<file path="config.mk">
export PLATFORM = sky130hd
export DESIGN_NAME = memo_trans_engine
export DESIGN_NICKNAME = d
export VERILOG_FILES = /design/src/rtl/memo_trans_pkg.sv /design/src/rtl/pair_alu.sv /design/src/rtl/memo_trans_engine.sv
export SDC_FILE = /design/constraint.sdc
export NUM_CORES = 1
export LEC_CHECK = 0
export ABC_CLOCK_PERIOD_IN_PS = 5440
export CORE_ASPECT_RATIO = 1.1
export CORE_MARGIN = 1
export CORE_UTILIZATION = 30
export DETAILED_ROUTE_END_ITERATION = 16
export SETUP_SLACK_MARGIN = 0.05
export SLEW_MARGIN = 10
export SYNTH_ARGS = -nofsm -noshare
export SYNTH_HDL_FRONTEND = slang
export SYNTH_HIERARCHICAL = 1
export SYNTH_SLANG_ARGS = --single-unit
</file>
<file path="constraint.sdc">
create_clock -name clock -period 5.44 [get_ports clock]
set_input_delay 1.36 -clock clock [delete_from_list [all_inputs] [get_ports clock]]
set_output_delay 1.36 -clock clock [all_outputs]
set_load 0.05 [all_outputs]
</file>
<file path="src/rtl/memo_trans_pkg.sv">
// Shared definitions for the memory-transfer engine: FSM state encodings and a
// clog2 helper used to size the counters and address ports.
package memo_trans_pkg;

  localparam logic [2:0] ST_IDLE = 3'd0;
  localparam logic [2:0] ST_LOAD = 3'd1;
  localparam logic [2:0] ST_RD0  = 3'd2;
  localparam logic [2:0] ST_RD1  = 3'd3;
  localparam logic [2:0] ST_WR   = 3'd4;

  typedef enum logic [2:0] {
    IDLE = ST_IDLE,
    LOAD = ST_LOAD,
    RD0  = ST_RD0,
    RD1  = ST_RD1,
    WR   = ST_WR
  } state_t;

  function automatic int clog2(input int value);
    int r;
    int v;
    r = 0;
    v = value - 1;
    while (v > 0) begin
      r++;
      v = v >>> 1;
    end
    return r;
  endfunction

endpackage

</file>
<file path="src/rtl/pair_alu.sv">
// Combinational pair reducer: a0 > a1 gives a0 - a1, otherwise a0 + a1.
// Build option MEMO_TRANS_SAT_ADD_EN saturates the add path instead of wrapping.
module pair_alu #(
  parameter int W = 8
) (
  input  logic [W-1:0] a0,
  input  logic [W-1:0] a1,
  output logic [W-1:0] res
);

`ifdef MEMO_TRANS_SAT_ADD_EN
  logic [W:0] sum;
  assign sum = {1'b0, a0} + {1'b0, a1};
`endif

  // NOTE: every output of a combinational block gets a default first so no latch is inferred.
  always_comb begin
    res = a0 - a1;
    if (a0 <= a1) begin
`ifdef MEMO_TRANS_SAT_ADD_EN
      res = sum[W] ? '1 : sum[W-1:0];
`else
      res = a0 + a1;
`endif
    end
  end

endmodule

</file>
<file path="src/rtl/memo_trans_engine.sv">
// Memory-transfer engine: streams DEPTH_A words into A, reduces them pairwise into B,
// and serves registered reads of B while idle. Optional macro: MEMO_TRANS_SAT_ADD_EN.
module memo_trans_engine
  import memo_trans_pkg::*;
#(
  parameter int W       = 8,
  parameter int DEPTH_A = 8,
  localparam int AW     = clog2(DEPTH_A),
  localparam int BW     = (AW > 1) ? AW - 1 : 1
) (
  input  logic          clock,
  input  logic          Reset_n,
  input  logic          load_valid,
  input  logic [W-1:0]  load_data,
  output logic          load_ready,
  output logic          busy,
  output logic          done,
  input  logic          rd_en,
  input  logic [BW-1:0] rd_addr,
  output logic [W-1:0]  rd_data,
  output logic          rd_valid
);

  localparam int NB = DEPTH_A / 2;

  state_t        state, state_nxt;
  logic [AW-1:0] lcnt;
  logic [BW-1:0] pcnt;
  logic [AW-1:0] a_idx;
  logic [W-1:0]  hold, hold2, alu_res;
  logic          load_fire, lcnt_last, pcnt_last, rd_fire;

  logic [W-1:0]  mem_a [DEPTH_A];
  logic [W-1:0]  mem_b [NB];

  assign load_ready = (state == IDLE) || (state == LOAD);
  assign busy       = (state == RD0) || (state == RD1) || (state == WR);
  assign load_fire  = load_ready && load_valid;
  assign lcnt_last  = (lcnt == AW'(DEPTH_A - 1));
  assign pcnt_last  = (pcnt == BW'(NB - 1));
  assign rd_fire    = rd_en && !busy;
  // Even word in RD0, odd word in RD1 of the current pair.
  assign a_idx      = AW'({pcnt, (state == RD1)});

  pair_alu #(.W(W)) u_alu (
    .a0  (hold),
    .a1  (hold2),
    .res (alu_res)
  );

  always_comb begin
    state_nxt = state;
    case (state)
      IDLE: if (load_valid) state_nxt = LOAD;
      LOAD: if (load_valid && lcnt_last) state_nxt = RD0;
      RD0:  state_nxt = RD1;
      RD1:  state_nxt = WR;
      WR:   state_nxt = pcnt_last ? IDLE : RD0;
      default: state_nxt = IDLE;
    endcase
  end

  // NOTE: sequential state uses non-blocking assignments so every register sees pre-edge values.
  always_ff @(posedge clock or negedge Reset_n) begin
    if (!Reset_n) begin
      state    <= IDLE;
      lcnt     <= '0;
      pcnt     <= '0;
      hold     <= '0;
      hold2    <= '0;
      done     <= 1'b0;
      rd_valid <= 1'b0;
      rd_data  <= '0;
    end else begin
      state    <= state_nxt;
      done     <= (state == WR) && pcnt_last;
      rd_valid <= rd_fire;
      if (load_fire) lcnt <= lcnt_last ? '0 : lcnt + 1'b1;
      if (state == RD0) hold  <= mem_a[a_idx];
      if (state == RD1) hold2 <= mem_a[a_idx];
      if (state == WR)  pcnt  <= pcnt_last ? '0 : pcnt + 1'b1;
      if (rd_fire) rd_data <= mem_b[rd_addr];
    end
  end

  // NOTE: the arrays sit outside the reset branch; their contents survive reset and map to plain RAM.
  always_ff @(posedge clock) begin
    if (load_fire)    mem_a[lcnt] <= load_data;
    if (state == WR)  mem_b[pcnt] <= alu_res;
  end

endmodule
</file>
==> results.rst <==
.. list-table::
   :header-rows: 1

   * - Metric
     - Value
   * - Result of the run
     - finished, final reports clean
   * - Crit path DAT
     - 2.25 ns
   * - RSZ-0062 raised after global routing
     - no
   * - Worst path required time
     - just over 4 ns
   * - Overall Global Routing Usage
     - 11.42%
   * - Area of the multi-input gates
     - 1779 um2
   * - Final total negative setup slack
     - 0 ns
   * - Switching power as a share of total power
     - 34.33%
   * - Flops & latches, synth
     - 130
   * - Startpoint of the lowest-slack register-to-register path
     - hold[0]
   * - DRC violations left
     - 0
   * - Via-to-Cell Ratio
     - 4.568
   * - Maximum achievable frequency
     - 277.2 MHz
   * - Clock transition time at the flip-flop clock pins of the worst setup and hold paths
     - roughly 0.06 ns
   * - Number of diodes added for antenna fixing
     - 0
   * - Count of placed standard cells in the final layout, fillers left out
     - 634
   * - Fill count
     - 1733
   * - Number of enable flip-flop cells after synthesis
     - 96
   * - Gpl congestion
     - a little over 0.8
   * - Num rows
     - 52
   * - Launching instance or port of the critical path
     - state[1]
   * - Drt first pass iters
     - 4
   * - CTS tree
     - done
   * - P_int
     - 2.586 mW
   * - Slew headroom
     - between 20 and 30%
   * - Top-count cell post-synth
     - edfxtp_1
   * - PortBufs
     - 25
   * - Total clock buffers created by CTS
     - 17
   * - Worst setup path category
     - reg -> out
   * - Portion of total power attributed to sequential cells
     - 39.6%
   * - Area of the placeable core
     - 18540 um2
   * - NetSw
     - 1.352 mW
   * - Maximum root-to-sink buffer count
     - 2
   * - Synth Net Count
     - 386
   * - Overall die width
     - 133.5 um
   * - Number of distinct library cells after synthesis
     - 43
   * - Cell leakage power
     - 2.518 nW
   * - Max VDD drop
     - 0.2407 mV
   * - Number of global-route vias before repair
     - between 3000 and 4000
   * - Post-synth top area cell
     - edfxtp_1
   * - Syn Inst Count
     - ~350
   * - Clk Latency, worst-skew pair
     - 0.42 ns
   * - Tightest Pin Transition
     - 1.086 ns
   * - Net count of the finished layout
     - 415
   * - Sequential-to-total area share from yosys stat
     - about two thirds
   * - Maximum number of pins on one net before global-route repair
     - 35
   * - Final clock skew
     - around 0.012 ns
   * - Combinational cell fraction of total power
     - between 30% and 40%
   * - Path category of the worst min-delay check
     - reg -> reg
   * - Starting DRC count in detailed routing
     - 137
   * - Antenna viol nets, final
     - 0
   * - First-pass GRT wire length
     - about 17 mm
   * - Area growth syn-to-layout
     - 17.86%
   * - Vertical extent of the die
     - 146.7 um
   * - Vias
     - 2896
   * - HPWL after detailed placement
     - 6.977 mm
   * - Power density cells
     - between 500 and 600 nW/um2
   * - Total wire length after detailed routing
     - 10.24 mm
   * - Depth of the most critical reg-to-reg path
     - 9
   * - Setup Fix Bufs, Post-CTS
     - 0
   * - Aggregate global routing overflow
     - 0
   * - Worst setup path endpoint
     - busy
   * - Resized cells post-CTS
     - 0
   * - Register Area
     - 3734 um2
   * - Critical path capture point type
     - output pin
   * - Final worst hold slack
     - 0.4971 ns
   * - Antenna violations before repair
     - 0
   * - I/O pin total
     - 26
   * - Hold-fix buffers, CTS
     - 0
   * - Top_reg_cell synth
     - edfxtp_1
   * - Warning count from the yosys run
     - 6
   * - Share of the cycle needed by the critical path after routing
     - 66.31%
   * - Share of flip-flops with an asynchronous set or reset after synthesis
     - a little over a quarter
   * - Count of pins over their slew limit
     - 0
   * - Top post-synthesis cells by area
     - edfxtp_1 50%, dfrtp_1 15%, mux4_2 6.3%
   * - # H-tree levels
     - 4
   * - Synth top cells by count
     - 96 x edfxtp_1, 34 x dfrtp_1, 22 x nor2_1, 21 x ha_1, 19 x inv_1
   * - Synthesized area
     - 5710 um2
   * - Average routed wire per standard cell
     - 16.15 um
   * - Fraction of layout cells with a size suffix above 1
     - 15.09%
   * - Proportion of netlist area held by the largest area contributor
     - 50.48%
   * - CTS sink count
     - 130
   * - Average cell area after synthesis
     - between 15 and 20 um2
   * - Placed insts
     - 602
   * - Number of maximum-capacitance constraint violations
     - 0
   * - Count of endpoints failing setup in the final report
     - 0
   * - Minimum period implied by the final worst setup slack
     - 3.607 ns
   * - Die ar.
     - 19590 um2
   * - Total count of hold-check failures in the final report
     - 0
   * - Cell at the root of the clock tree
     - clkbuf_16
   * - Effective utilization at floorplan
     - 30.80%
   * - Reg-to-Reg End
     - mem_b[2][4]
   * - Startpoint class of the critical path
     - register
   * - Largest fanout of any net on the critical path
     - 10
   * - Worst setup slack for register-to-register paths
     - 2.71 ns
   * - Clock power frac
     - ~28%
layer usage:
layer / vias up / global-route usage (%) / share of wire (%)
li1: 1376 / - / -
met1: 1450 / 13.89 / 44
met2: 63 / 19.17 / 51
met3: 7 / 2.795 / 3.7
met4: 0 / 5.114 / 0.92
met5: - / 0 / 0
how the worst min path moves through the flow:
stage	start	endpoint	slack, ns	cells after the start
final	rd_data[4]	rd_data[4]	0.50	1
after global routing	rd_data[6]	rd_data[6]	0.53	1
after CTS	rd_data[6]	rd_data[6]	0.50	1
after detailed placement	rd_data[6]	rd_data[6]	0.49	1
after global placement	rd_data[4]	rd_data[4]	0.47	1
after floorplan	hold2[7]	hold2[7]	0.46	2
power by group through the flow:
stage	clock, mW	sequential, mW	combinational, mW
after CTS	1.12	1.56	1.30
after floorplan	0	1.57	1.02
final	1.09	1.56	1.28
after detailed placement	0	1.58	1.29
after global routing	1.15	1.59	1.43
after global placement	0	1.57	1.24
layout by cell type, fill, tap and decap left out, types with 3 or more instances in the layout:
cell type        count
a21o_1               3
a21oi_1             16
and2_1               5
clkbuf_16           17
clkdlybuf4s50_1     25
clkinv_4             3
dfrtp_1             34
edfxtp_1            96
ha_1                21
inv_1               19
inv_2                3
inv_6                4
inv_8                3
mux2_1               6
mux2_2               5
mux2i_1             14
mux4_1               8
mux4_2              16
nand2_1             14
nand2b_1             6
nor2_1              22
nor3_1               3
o21ai_0              4
o21ai_1             10
xnor2_1              5
worst max-delay path: stages (launching register included):
cell and delay (ns):
dfrtp_1 0.51, nor3b_4 0.37, nand2b_1 0.15, clkdlybuf4s50_1 0.80
area by class of cell:
class / count / share of cell area, %
clock buffer: 17 / 6.321
multi-input combinational: 181 / 26.44
timing repair buffer: 26 / 3.830
tap: 243 / 4.518
inverter: 22 / 1.227
clock inverter: 15 / 2.194
sequential: 130 / 55.48
registers in the layout, indices dropped and copies added, names as in the netlist, 2 cells and up:
| register | cells |
|---|---|
| hold2 | 8 |
| state | 3 |
| pcnt | 2 |
| rd_data | 8 |
| mem_b | 32 |
| mem_a | 64 |
| lcnt | 3 |
| hold | 8 |
stage by stage:
step | utilization (%) | power [mW] | worst slack, ns | cell area (um2)
final | 36.30 | 3.939 | 1.833 | 6730
after global routing | 36.30 | 4.170 | 1.722 | 6730
after CTS | 36.30 | 3.979 | 1.794 | 6730
after detailed placement | 33.21 | 2.876 | 1.806 | 6157
after global placement | 33.21 | 2.814 | 1.933 | 6157
after floorplan | - | 2.591 | 2.751 | 5710
cells by family (layout without fill, tap and decap cells):
group / count (synthesis) / count (layout) / share of synthesized area [%]
adder cells (fa/ha/maj): 23 / 23 / 5.302
buffers and inverters: 38 / 80 / 3.462
AO/OA/AOI/OAI: 44 / 44 / 4.623
flip-flops: 130 / 130 / 65.38
AND/OR/NAND/NOR: 59 / 59 / 5.697
XOR/XNOR: 6 / 6 / 0.9202
multiplexers: 49 / 49 / 14.61
No activity file was read; power rests on OpenSTA's default activity.
